--- src/rtl/regfile_ctrl_pkg.sv ---
// Shared types and constants for the register-file write controller.
// Holds width defaults, the controller state encoding and requester IDs.
package regfile_ctrl_pkg;

  localparam int DEF_DATA_W = 8;
  localparam int DEF_ADDR_W = 2;

  typedef enum logic {
    ARB   = 1'b0,
    CLEAR = 1'b1
  } state_t;

  localparam int REQ_A = 0;
  localparam int REQ_B = 1;

endpackage

--- src/rtl/rr_arb2.sv ---
// Two-way round-robin arbiter: a lone requester always wins, ties go to the
// pointed-at port, and the pointer moves past whoever was granted.
module rr_arb2
  import regfile_ctrl_pkg::*;
(
  input  logic       clk,
  input  logic       reset,
  input  logic [1:0] req,
  input  logic       en,
  output logic [1:0] gnt
);

  // ptr_reg names the port that wins a tie (0 = A, 1 = B).
  logic ptr_reg;

  generate
    for (genvar gi = 0; gi < 2; gi++) begin : g_gnt
      assign gnt[gi] = en & req[gi] & (~req[1-gi] | (ptr_reg == 1'(gi)));
    end
  endgenerate

  always_ff @(posedge clk or negedge reset) begin
    if (!reset) begin
      ptr_reg <= 1'(REQ_A);
    end else if (|gnt) begin
      ptr_reg <= gnt[REQ_A];
    end
  end

endmodule

--- src/rtl/regfile_write_ctrl.sv ---
// Owns the single write port of the register file: round-robin arbitration of
// core (A) and debug (B) writes, a zeroing sequence, and a RAW hazard flag.
module regfile_write_ctrl
  import regfile_ctrl_pkg::*;
#(
  parameter int                DATA_W    = DEF_DATA_W,
  parameter int                ADDR_W    = DEF_ADDR_W,
  parameter int                NUM_REGS  = 4,
  parameter logic [DATA_W-1:0] CLR_VALUE = '0
) (
  input  logic              clk,
  input  logic              reset,
  input  logic              a_valid,
  input  logic [ADDR_W-1:0] a_addr,
  input  logic [DATA_W-1:0] a_data,
  output logic              a_ready,
  input  logic              b_valid,
  input  logic [ADDR_W-1:0] b_addr,
  input  logic [DATA_W-1:0] b_data,
  output logic              b_ready,
  input  logic              clr_req,
  output logic              clr_busy,
  output logic              clr_done,
  input  logic [ADDR_W-1:0] rd_addr1,
  input  logic [ADDR_W-1:0] rd_addr2,
  output logic              rf_we,
  output logic [ADDR_W-1:0] rf_waddr,
  output logic [DATA_W-1:0] rf_wdata,
  output logic              raw_hazard,
  output logic              last_grant_b
);

  localparam logic [ADDR_W-1:0] LAST_ADDR = ADDR_W'(NUM_REGS - 1);

  state_t            state_reg, state_next;
  logic [ADDR_W-1:0] cnt_reg, cnt_next, cnt_inc;
  logic              we_next, busy_next, done_next, lgb_next;
  logic [ADDR_W-1:0] waddr_next;
  logic [DATA_W-1:0] wdata_next;
  logic              arb_en;
  logic [1:0]        gnt;

  // Gating with reset keeps both readies low while reset is held.
  assign arb_en = reset & (state_reg == ARB) & ~clr_req;

  rr_arb2 u_arb (
    .clk   (clk),
    .reset (reset),
    .req   ({b_valid, a_valid}),
    .en    (arb_en),
    .gnt   (gnt)
  );

  assign a_ready    = gnt[REQ_A];
  assign b_ready    = gnt[REQ_B];
  assign cnt_inc    = cnt_reg + ADDR_W'(1);
  assign raw_hazard = rf_we & ((rf_waddr == rd_addr1) | (rf_waddr == rd_addr2));

  always_comb begin
    state_next = state_reg;
    cnt_next   = cnt_reg;
    we_next    = 1'b0;
    waddr_next = rf_waddr;
    wdata_next = rf_wdata;
    busy_next  = 1'b0;
    done_next  = 1'b0;
    lgb_next   = last_grant_b;
    case (state_reg)
      ARB: begin
        if (clr_req) begin
          // First clear write goes out on the very next cycle.
          state_next = CLEAR;
          cnt_next   = '0;
          we_next    = 1'b1;
          waddr_next = '0;
          wdata_next = CLR_VALUE;
          busy_next  = 1'b1;
          done_next  = (LAST_ADDR == '0);
        end else if (a_valid & a_ready) begin
          we_next    = 1'b1;
          waddr_next = a_addr;
          wdata_next = a_data;
          lgb_next   = 1'b0;
        end else if (b_valid & b_ready) begin
          we_next    = 1'b1;
          waddr_next = b_addr;
          wdata_next = b_data;
          lgb_next   = 1'b1;
        end
      end
      CLEAR: begin
        if (cnt_reg == LAST_ADDR) begin
          state_next = ARB;
        end else begin
          cnt_next   = cnt_inc;
          we_next    = 1'b1;
          waddr_next = cnt_inc;
          wdata_next = CLR_VALUE;
          busy_next  = 1'b1;
          done_next  = (cnt_inc == LAST_ADDR);
        end
      end
      default: state_next = ARB;
    endcase
  end

  always_ff @(posedge clk or negedge reset) begin
    if (!reset) begin
      state_reg    <= ARB;
      cnt_reg      <= '0;
      rf_we        <= 1'b0;
      rf_waddr     <= '0;
      rf_wdata     <= '0;
      clr_busy     <= 1'b0;
      clr_done     <= 1'b0;
      last_grant_b <= 1'b0;
    end else begin
      state_reg    <= state_next;
      cnt_reg      <= cnt_next;
      rf_we        <= we_next;
      rf_waddr     <= waddr_next;
      rf_wdata     <= wdata_next;
      clr_busy     <= busy_next;
      clr_done     <= done_next;
      last_grant_b <= lgb_next;
    end
  end

endmodule

--- config.mk ---
export PLATFORM = sky130hd
export DESIGN_NAME = regfile_write_ctrl
export DESIGN_NICKNAME = d
export VERILOG_FILES = /design/src/rtl/regfile_ctrl_pkg.sv /design/src/rtl/rr_arb2.sv /design/src/rtl/regfile_write_ctrl.sv
export SDC_FILE = /design/constraint.sdc
export NUM_CORES = 1
export LEC_CHECK = 0
export CAP_MARGIN = 20
export CORE_MARGIN = 3
export CORE_UTILIZATION = 42
export CTS_BUF_LIST = sky130_fd_sc_hd__clkbuf_8 sky130_fd_sc_hd__clkbuf_16
export DETAILED_ROUTE_END_ITERATION = 12
export PLACE_DENSITY = 0.83
export SYNTH_ARGS = -nofsm -noshare
export SYNTH_HDL_FRONTEND = slang
export SYNTH_SLANG_ARGS = --single-unit
--- constraint.sdc ---
create_clock -name clk -period 3.4 [get_ports clk]
set_input_delay 0.85 -clock clk [delete_from_list [all_inputs] [get_ports clk]]
set_output_delay 0.85 -clock clk [all_outputs]
set_load 0.01 [all_outputs]
==> results of run 1 <==
stage by stage:
step	power, W	worst slack [ns]
6_report	0.0009033	0.1455
5_1_grt	0.0009764	0.07204
4_1_cts	0.0009117	0.1759
3_5_place_dp	0.0007629	0.1840
3_3_place_gp	0.0007429	0.2368
2_1_floorplan	0.0005631	1.169
cells by family after synthesis:
logic type	Yosys count	share of synthesized area
AO/OA/AOI/OAI	26	0.1961
XOR/XNOR	4	0.03867
adder cells (fa/ha/maj)	2	0.02762
buffers and inverters	6	0.03452
flip-flops	17	0.4696
multiplexers	9	0.09945
AND/OR/NAND/NOR	25	0.1340
worst max-delay path by stage:
stage | startpoint | endpoint | slack [ns]
after floorplan | b_valid | a_ready | 1.17
after global placement | reset | b_ready | 0.24
after detailed placement | reset | b_ready | 0.18
after CTS | reset | b_ready | 0.18
after global routing | b_valid | a_ready | 0.07
final | reset | b_ready | 0.15
cell usage after synthesis, drive strengths merged (2+ instances only):
cell type	n	area, um2
dfrtp	17	425.4
nand2	14	52.55
o21ai	12	60.06
mux2i	9	90.09
a21oi	5	25.02
inv	4	15.01
xor2	4	35.03
a21o	2	15.01
and2	2	12.51
buf	2	16.26
ha	2	25.02
nand3	2	10.01
nor2	2	10.01
nor2b	2	12.51
power by group through the flow:
stage	logic, W	registers (W)	clock network (W)
after floorplan	0.000231	0.000332	0
after global placement	0.000411	0.000332	0
after detailed placement	0.000425	0.000338	0
after CTS	0.000429	0.000335	0.000148
after global routing	0.000473	0.000346	0.000157
final	0.000424	0.000334	0.000144
per-layer routing:
layer	vias up	track usage	routed length (um)
met5	-	0	0
met4	0	0.06383	23
met3	2	0.03989	148
met2	32	0.3512	1320
met1	413	0.2290	993
li1	415	-	-
worst min-delay path: cells and delay by family (launching register included):
kind | cells | cell delay [ns]
AO/OA/AOI/OAI | 1 | 0.06
AND/OR/NAND/NOR | 1 | 0.05
flip-flops | 1 | 0.34
final cells by class:
| class | count | area, um2 |
|---|---|---|
| Clock buffer | 3 | 41.29 |
| Fill cell | 155 | 553.0 |
| Clock inverter | 1 | 3.754 |
| Sequential cell | 17 | 425.4 |
| Tap cell | 27 | 33.78 |
| Multi-Input combinational cell | 66 | 449.2 |
| Inverter | 4 | 15.01 |
| Timing Repair Buffer | 49 | 480.5 |
==> metrics.cfg, run 1 <==
[worst_setup_path]
r2r-start=cnt_reg[0]
arrival_ns=2.40
critical_path.top_delay_family=buffers and inverters
worstPathRequired_ns=2.55
startpoint_type=primary input
rrSetupSlack_ns=2.04
worstPathCellList=clkdlybuf4s50_1 > buf_4 > nand3_1 > nor2_1 > clkdlybuf4s50_1
worstSetupEndpointType=output port
crit_path_max_fanout=5
path_common_cell=clkdlybuf4s50_1
path_buf_inv=3
r2r-end=rf_waddr[0]
reg2reg_depth=4
slowest_delay_ns=0.55
critical_path_class=primary input to output port
crit_slowest_cell=clkdlybuf4s50_1
cp.depth=5

[clock_tree]
cts_tree=built
post_cts_buffers=0
clkLatencyLatePin_ns=0.25
cts.sinks=17
clockBufferDepth=2
h-tree-depth=1
clkSlewWorstSetupHoldPaths_ns=0.06
root_buffer=clkbuf_8
postCtsHoldBufs=0
cts_buffers=3
post_cts_resized=0

[logic_synthesis]
synth_seq_cells=17
synth.yosys.seq_area_share=0.4696
synth_area_per_cell_um2=10.18
synth_flop_cell=dfrtp_1
synth_area_um2=905.9
synth-async-reset-ratio=1.000
ys_warn_count=0
synth_edf_count=0
ys_types=26
synth_cells=89
syn_nets=120

[final_layout]
nNetsFinal=172
antenna_cells=0
mostFrequentLayoutCell=clkdlybuf4s50_1
drive_gt1_frac=0.07857
final_cell_mix=clkdlybuf4s50_1, dfrtp_1, nand2_1
design_area_um2=1449
largest_register_ffs=8
post-route-util=0.7238
final_cells=167
syn2layout_area_growth_pct=59.94

[min_path]
min_to=rf_wdata[3]
holdPathStages=2
min_from=rf_wdata[3]
min_path_type=flop to flop

[detailed_routing]
drt_first_pass_iters=4
vias_per_cell=5.162
drt_drc_violations_left=0
ant_nets=0
vias=862
wire_per_inst_um=14.89
drtIter0Drc=14
wl_um=2486

[global_routing]
first_global_vias=830
grt_first_pass_wirelength_um=3884
grt_usage=0.1957
antenna_found_initial=0
overflow=0
grt_max_degree=17

[placement]
hpwl_um=1975
port_buffers=45
placedCellCount=163
gp_congestion=0.7804
place_area_um2=1404

[floorplan]
fp.dieH_um=52.44
core_um2=2002
ioPinCount=46
rows=16
initial_utilization=0.4525
die_w_um=52.44
dieArea_um2=2750

[timing]
finalHoldViolCount=0
tns_ns=0
worst_pin_slew_ns=0.5082
clock_skew_ns=0.003559
min_period_ns=3.254
finalCritPeriodShare=0.9572
setup_viol=0
slew_headroom=0.6612
holdWs_ns=0.4863
max_freq_mhz=307.3
finalMaxSlewViolations=0
rsz0062_at_grt=no

[power]
p_sw_w=0.0003221
switching_share=0.3566
clockPowerShare=0.160
power.internal_w=0.0005811
p_leak_nw=0.6599
p_comb_frac=0.470
sequentialPowerShare=0.370
power.density_nw_per_um2=623.4
ir_drop_mv=0.5031

[outcome]
status=completed

[run]
maxCapViolCount=0

Note: power is estimated with default switching activity, not from simulation.
==> run 2: changes to the inputs <==
--- a/config.mk
+++ b/config.mk
@@ -7,10 +7,10 @@
 export LEC_CHECK = 0
 export CAP_MARGIN = 20
 export CORE_MARGIN = 3
-export CORE_UTILIZATION = 42
+export CORE_UTILIZATION = 35
 export CTS_BUF_LIST = sky130_fd_sc_hd__clkbuf_8 sky130_fd_sc_hd__clkbuf_16
 export DETAILED_ROUTE_END_ITERATION = 12
-export PLACE_DENSITY = 0.83
+export PLACE_DENSITY = 0.74
 export SYNTH_ARGS = -nofsm -noshare
 export SYNTH_HDL_FRONTEND = slang
 export SYNTH_SLANG_ARGS = --single-unit
==> constraint.sdc (replaced) <==
create_clock -name clk -period 2.9 [get_ports clk]
set_input_delay 0.725 -clock clk [delete_from_list [all_inputs] [get_ports clk]]
set_output_delay 0.725 -clock clk [all_outputs]
set_load 0.01 [all_outputs]
==> run 2 against run 1 <==
  * Combinational power rose by 17%
  * Die area rose by 18%
  * Wire length fell by 6.6%
  * Clock-buffer cell count did not move
  * Global-route usage fell by 3.6 points
  * Setup slack got worse by 0.073 ns
  * Design area rose by 2.1%
  * Flip-flop and latch count did not move
==> metrics.cfg, run 2 (synthesized netlist as in run 1, its figures left out) <==
[outcome]
status=completed

[placement]
gp_congestion=0.6878  ; -12%
hpwl_um=1841  ; -6.8%
port_buffers=45  ; unchanged

[worst_setup_path]
critical_path_class=primary input to output port
slowest_delay_ns=0.52  ; -0.03 ns
worstPathRequired_ns=2.17  ; -0.38 ns
worstSetupEndpointType=output port
startpoint_type=primary input
arrival_ns=2.10  ; -0.30 ns
path_common_cell=clkdlybuf4s50_1
cp-startpoint=rd_addr2[1]
crit_slowest_cell=clkdlybuf4s50_1
crit_path_max_fanout=1  ; -4
worstPathCellList=clkdlybuf4s50_1 > xor2_1 > o22ai_1 > and2_1 > clkdlybuf4s50_1
r2r-start=state_reg

[clock_tree]
post_cts_resized=0  ; unchanged
clkSlewWorstSetupHoldPaths_ns=0.06  ; about the same
h-tree-depth=1  ; unchanged
clkLatencyLatePin_ns=0.25  ; about the same
postCtsHoldBufs=0  ; unchanged
clockBufferDepth=2  ; unchanged
cts_buffers=3  ; unchanged
root_buffer=clkbuf_8
cts.sinks=17  ; unchanged
post_cts_buffers=0  ; unchanged
cts_tree=built

[global_routing]
grt_first_pass_wirelength_um=3939  ; +1.4%
grt_usage=0.1599  ; -0.03575
overflow=0  ; unchanged
antenna_found_initial=0  ; unchanged
grt_max_degree=19  ; +2
first_global_vias=829  ; -0.12%

[floorplan]
die_w_um=56.88  ; +8.5%
rows=17  ; +1
initial_utilization=0.3872  ; -0.06533
ioPinCount=46  ; unchanged
fp.dieH_um=56.88  ; +8.5%
core_um2=2340  ; +17%
dieArea_um2=3235  ; +18%

[power]
p_comb_frac=0.467  ; -0.003
power.density_nw_per_um2=719.3  ; +15%
sequentialPowerShare=0.368  ; -0.002
p_sw_w=0.0003765  ; +17%
switching_share=0.3539  ; -0.002734
power_w=0.001064  ; +18%
ir_drop_mv=0.5039  ; +0.17%
clockPowerShare=0.164  ; +0.004
p_leak_nw=0.7102  ; +7.6%
power.internal_w=0.0006873  ; +18%

[final_layout]
multi_input_area_um2=449.2  ; unchanged
syn2layout_area_growth_pct=63.26
seqCellArea_um2=425.4  ; unchanged
drive_gt1_frac=0.1049  ; +0.02632
antenna_cells=0  ; unchanged
mostFrequentLayoutCell=clkdlybuf4s50_1
nNetsFinal=175  ; +1.7%
post-route-util=0.6321  ; -0.09166
largest_register_ffs=8  ; unchanged
n_fill_cell=205  ; +32%
final_cell_mix=clkdlybuf4s50_1, dfrtp_1, nand2_1

[timing]
setup_viol=0  ; unchanged
finalCritPeriodShare=0.9752
min_period_ns=2.828
worst_pin_slew_ns=0.4743  ; -0.03387 ns
slew_headroom=0.6838  ; +0.02258
max_freq_mhz=353.6
tns_ns=0  ; unchanged
rsz0062_at_grt=no
holdWs_ns=0.4830  ; -0.003283 ns
finalHoldViolCount=0  ; unchanged
finalMaxSlewViolations=0  ; unchanged
clock_skew_ns=0.002365  ; -0.001194 ns

[detailed_routing]
ant_nets=0  ; unchanged
vias_per_cell=4.988  ; -3.4%
vias=853  ; -1.0%
drt_drc_violations_left=0  ; unchanged
drtIter0Drc=5  ; -9
wire_per_inst_um=13.58  ; -8.7%
drt_first_pass_iters=2  ; -2
wl_um=2323  ; -6.6%

[min_path]
min_path_type=flop to flop
min_from=rf_wdata[3]

[run]
maxCapViolCount=0  ; unchanged

[run 2: changes by cell type in the layout (fill, tap and decap cells not counted), sizes merged]
| cell | previous run | this run |
|---|---|---|
| clkinv | 0 | 1 |
| buf | 4 | 7 |
| clkdlybuf4s50 | 45 | 43 |
| inv | 5 | 4 |
| dlymetal6s2s | 0 | 2 |
[run 2: power groups by stage]
stage | combinational [W] | clock, W | sequential, W
floorplan | 0.000271 | 0 | 0.000389
global placement | 0.000487 | 0 | 0.000393
detailed placement | 0.000498 | 0 | 0.000396
CTS | 0.000503 | 0.000181 | 0.000392
global route | 0.000546 | 0.000195 | 0.000406
finish | 0.000497 | 0.000175 | 0.000392
[run 2: critical path, delay by kind of cell]
family,cells,cell delay [ns]
AND/OR/NAND/NOR,1,0.14
AO/OA/AOI/OAI,1,0.15
XOR/XNOR,1,0.14
buffers and inverters,2,0.94
[run 2: layout make-up]
type	count	area share
Clock buffer	3	0.02792
Clock inverter	1	0.003384
Inverter	4	0.01015
Multi-Input combinational cell	66	0.3037
Sequential cell	17	0.2876
Tap cell	28	0.02369
Timing Repair Buffer	52	0.3435
[run 2: stage by stage]
step | instances | area, um2 | worst slack (ns)
global route | 171 | 1479 | 0.02208
finish | 171 | 1479 | 0.07206
floorplan | 89 | 905.9 | 0.9185
detailed placement | 167 | 1428 | 0.04873
CTS | 171 | 1474 | 0.03553
global placement | 167 | 1428 | 0.05924
[run 2: final timing paths]
| check | slack, ns | cells after the start | end |
|---|---|---|---|
| max reg2reg | 1.53 | 4 | rf_wdata[6] |
| min in group asynchronous | 0.83 | 2 | last_grant_b |
| max | 0.07 | 5 | raw_hazard |
| min | 0.48 | 2 | rf_wdata[3] |
| max in group asynchronous | 1.81 | 2 | rf_waddr[0] |
| min reg2reg | 0.48 | 2 | rf_wdata[3] |
[run 2: layer usage]
metal	up-vias	wire, um	track usage
met1	387	965	0.1949
met3	7	223	0.03908
met5	-	0	0
li1	421	-	-
met4	0	80	0.1093
met2	38	1054	0.2459
==> run 3: changes to the inputs <==
--- a/config.mk
+++ b/config.mk
@@ -7,10 +7,10 @@
 export LEC_CHECK = 0
 export CAP_MARGIN = 20
 export CORE_MARGIN = 3
-export CORE_UTILIZATION = 35
+export CORE_UTILIZATION = 39
 export CTS_BUF_LIST = sky130_fd_sc_hd__clkbuf_8 sky130_fd_sc_hd__clkbuf_16
 export DETAILED_ROUTE_END_ITERATION = 12
-export PLACE_DENSITY = 0.74
+export PLACE_DENSITY = 0.78
 export SYNTH_ARGS = -nofsm -noshare
 export SYNTH_HDL_FRONTEND = slang
 export SYNTH_SLANG_ARGS = --single-unit
==> constraint.sdc (replaced) <==
create_clock -name clk -period 2.87 [get_ports clk]
set_input_delay 0.7175 -clock clk [delete_from_list [all_inputs] [get_ports clk]]
set_output_delay 0.7175 -clock clk [all_outputs]
set_load 0.01 [all_outputs]
==> run 3 against run 2 <==
  * Via count grew 1.8%
  * Critical endpoint is now a_ready
  * Combinational power is essentially flat
  * Worst hold slack gained 0.0029 ns
  * Design area grew 0.25%
  * Setup slack gained 0.21 ns
  * Largest power group unchanged
  * Wire length shrank 0.86%
==> metrics.cfg, run 3 (synthesized netlist as in run 1, its figures left out) <==
[outcome]
status=completed

[worst_setup_path]
rrSetupSlack_ns=1.49  ; -0.04 ns
critical_path_class=primary input to output port
startpoint_type=primary input
r2r-start=state_reg
crit_path_max_fanout=4  ; +3
arrival_ns=1.87  ; -0.23 ns
worstSetupEndpointType=output port
reg2reg_depth=3  ; -1
r2r-end=rf_wdata[4]
worstPathRequired_ns=2.15  ; -0.02 ns

[floorplan]
dieArea_um2=2937  ; -9.2%
die_w_um=54.20  ; -4.7%
ioPinCount=46  ; unchanged
core_um2=2082  ; -11%
fp.dieH_um=54.20  ; -4.7%
rows=16  ; -1
initial_utilization=0.4351  ; +0.04793

[min_path]
min_to=rf_wdata[1]
holdPathStages=2  ; unchanged
min_path_type=flop to flop
min_from=rf_wdata[1]

[timing]
slew_headroom=0.6819  ; -0.001868
max_freq_mhz=386.3
rsz0062_at_grt=no
layout_setup_ws_ns=0.2812  ; +0.2091 ns
min_period_ns=2.589
worst_pin_slew_ns=0.4771  ; +0.002803 ns
finalMaxSlewViolations=0  ; unchanged
finalHoldViolCount=0  ; unchanged
setup_viol=0  ; unchanged
clock_skew_ns=0.003208  ; +0.0008432 ns
finalCritPeriodShare=0.9020

[power]
ir_drop_mv=0.6910  ; +37%
p_leak_nw=0.7136  ; +0.47%
power.density_nw_per_um2=719.8  ; about the same

[global_routing]
first_global_vias=871  ; +5.1%
overflow=0  ; unchanged
grt_max_degree=13  ; -6
grt_usage=0.1811  ; +0.02120
antenna_found_initial=0  ; unchanged
grt_first_pass_wirelength_um=3739  ; -5.1%

[final_layout]
final_cells=171  ; unchanged
syn2layout_area_growth_pct=63.67
antenna_cells=0  ; unchanged
drive_gt1_frac=0.1042  ; -0.0007284
mostFrequentLayoutCell=clkdlybuf4s50_1
design_area_um2=1483  ; +0.25%
nNetsFinal=176  ; +0.57%
post-route-util=0.7121  ; +0.08005
largest_register_ffs=8  ; unchanged
n_fill_cell=170  ; -17%
final_cell_mix=clkdlybuf4s50_1, dfrtp_1, nand2_1

[placement]
hpwl_um=1853  ; +0.63%
placedCellCount=167  ; unchanged
port_buffers=45  ; unchanged
gp_congestion=0.7521  ; +9.3%
pre_cts_ws_ns=-0.00008615  ; -0.04882 ns
place_area_um2=1434  ; +0.44%

[detailed_routing]
vias_per_cell=5.076  ; +1.8%
drtIter0Drc=4  ; -1
drt_drc_violations_left=0  ; unchanged
wire_per_inst_um=13.47  ; -0.86%
vias=868  ; +1.8%
wl_um=2303  ; -0.86%
drt_first_pass_iters=4  ; +2
ant_nets=0  ; unchanged

[clock_tree]
clockBufferDepth=2  ; unchanged
cts_tree=built
clkLatencyLatePin_ns=0.25  ; about the same
root_buffer=clkbuf_8
cts.sinks=17  ; unchanged
post_cts_buffers=0  ; unchanged
cts_buffers=3  ; unchanged
h-tree-depth=1  ; unchanged
postCtsHoldBufs=0  ; unchanged
clkSlewWorstSetupHoldPaths_ns=0.06  ; about the same

[run]
maxCapViolCount=0  ; unchanged

[run 3: changes by cell type in the layout (fill, tap and decap cells not counted)]
cell             before  now
buf_4                 7    8
clkdlybuf4s50_1      43   42
clkinv_2              1    0
dlygate4sd2_1         0    1
inv_1                 4    5
[run 3: report_power, final]
group / internal, W / leakage (nW) / switching (W)
logic: 0.000281 / 0.471 / 0.000216
registers: 0.000312 / 0.216 / 0.0000852
clock network: 0.0000948 / 0.0269 / 0.0000781
[run 3: layout make-up]
cell class                      instances  area (um2)  area share
Timing Repair Buffer                   53       514.2      0.3468
Multi-Input combinational cell         66       449.2      0.3030
Sequential cell                        17       425.4      0.2869
Clock buffer                            3       41.29     0.02785
Tap cell                               27       33.78     0.02278
Inverter                                4       15.01     0.01013
Clock inverter                          1       3.754    0.002532
[run 3: timing repair]
item	CTS	global route
endpoints found under the setup margin	1	2
resized for setup	1	2
hold endpoints to repair	0	0
[run 3: per-stage QoR]
step / power (W) / hold WS (ns) / TNS (ns)
6_report: 0.001067 / 0.4859 / 0
5_1_grt: 0.001153 / 0.5210 / 0
4_1_cts: 0.001085 / 0.4906 / 0
3_5_place_dp: 0.0009088 / 0.4754 / -0.00008615
3_3_place_gp: 0.0008858 / 0.4623 / 0
2_1_floorplan: 0.0006671 / 0.4219 / 0
[run 3: worst max-delay path by stage]
stage,from,end,slack (ns),cells past startpoint
after CTS,rd_addr2[0],raw_hazard,0.02,5
after global routing,reset,a_ready,0.22,4
after floorplan,b_valid,a_ready,0.90,4
after detailed placement,reset,a_ready,-0.00009,4
after global placement,reset,a_ready,0.03,4
final,reset,a_ready,0.28,4
[run 3: layer usage]
metal  track usage  part of all wire  routed length (um)
met1        0.1942              0.39                 887
met2        0.3267              0.53                1231
met3       0.06094             0.068                 157
met4       0.06224             0.012                  27
met5             0                 0                   0
[run 3: worst max-delay path, cell delays in order]
cell and delay (ns):
clkdlybuf4s50_1 0.53, nand3_1 0.13, nor3_2 0.19, dlygate4sd2_1 0.30
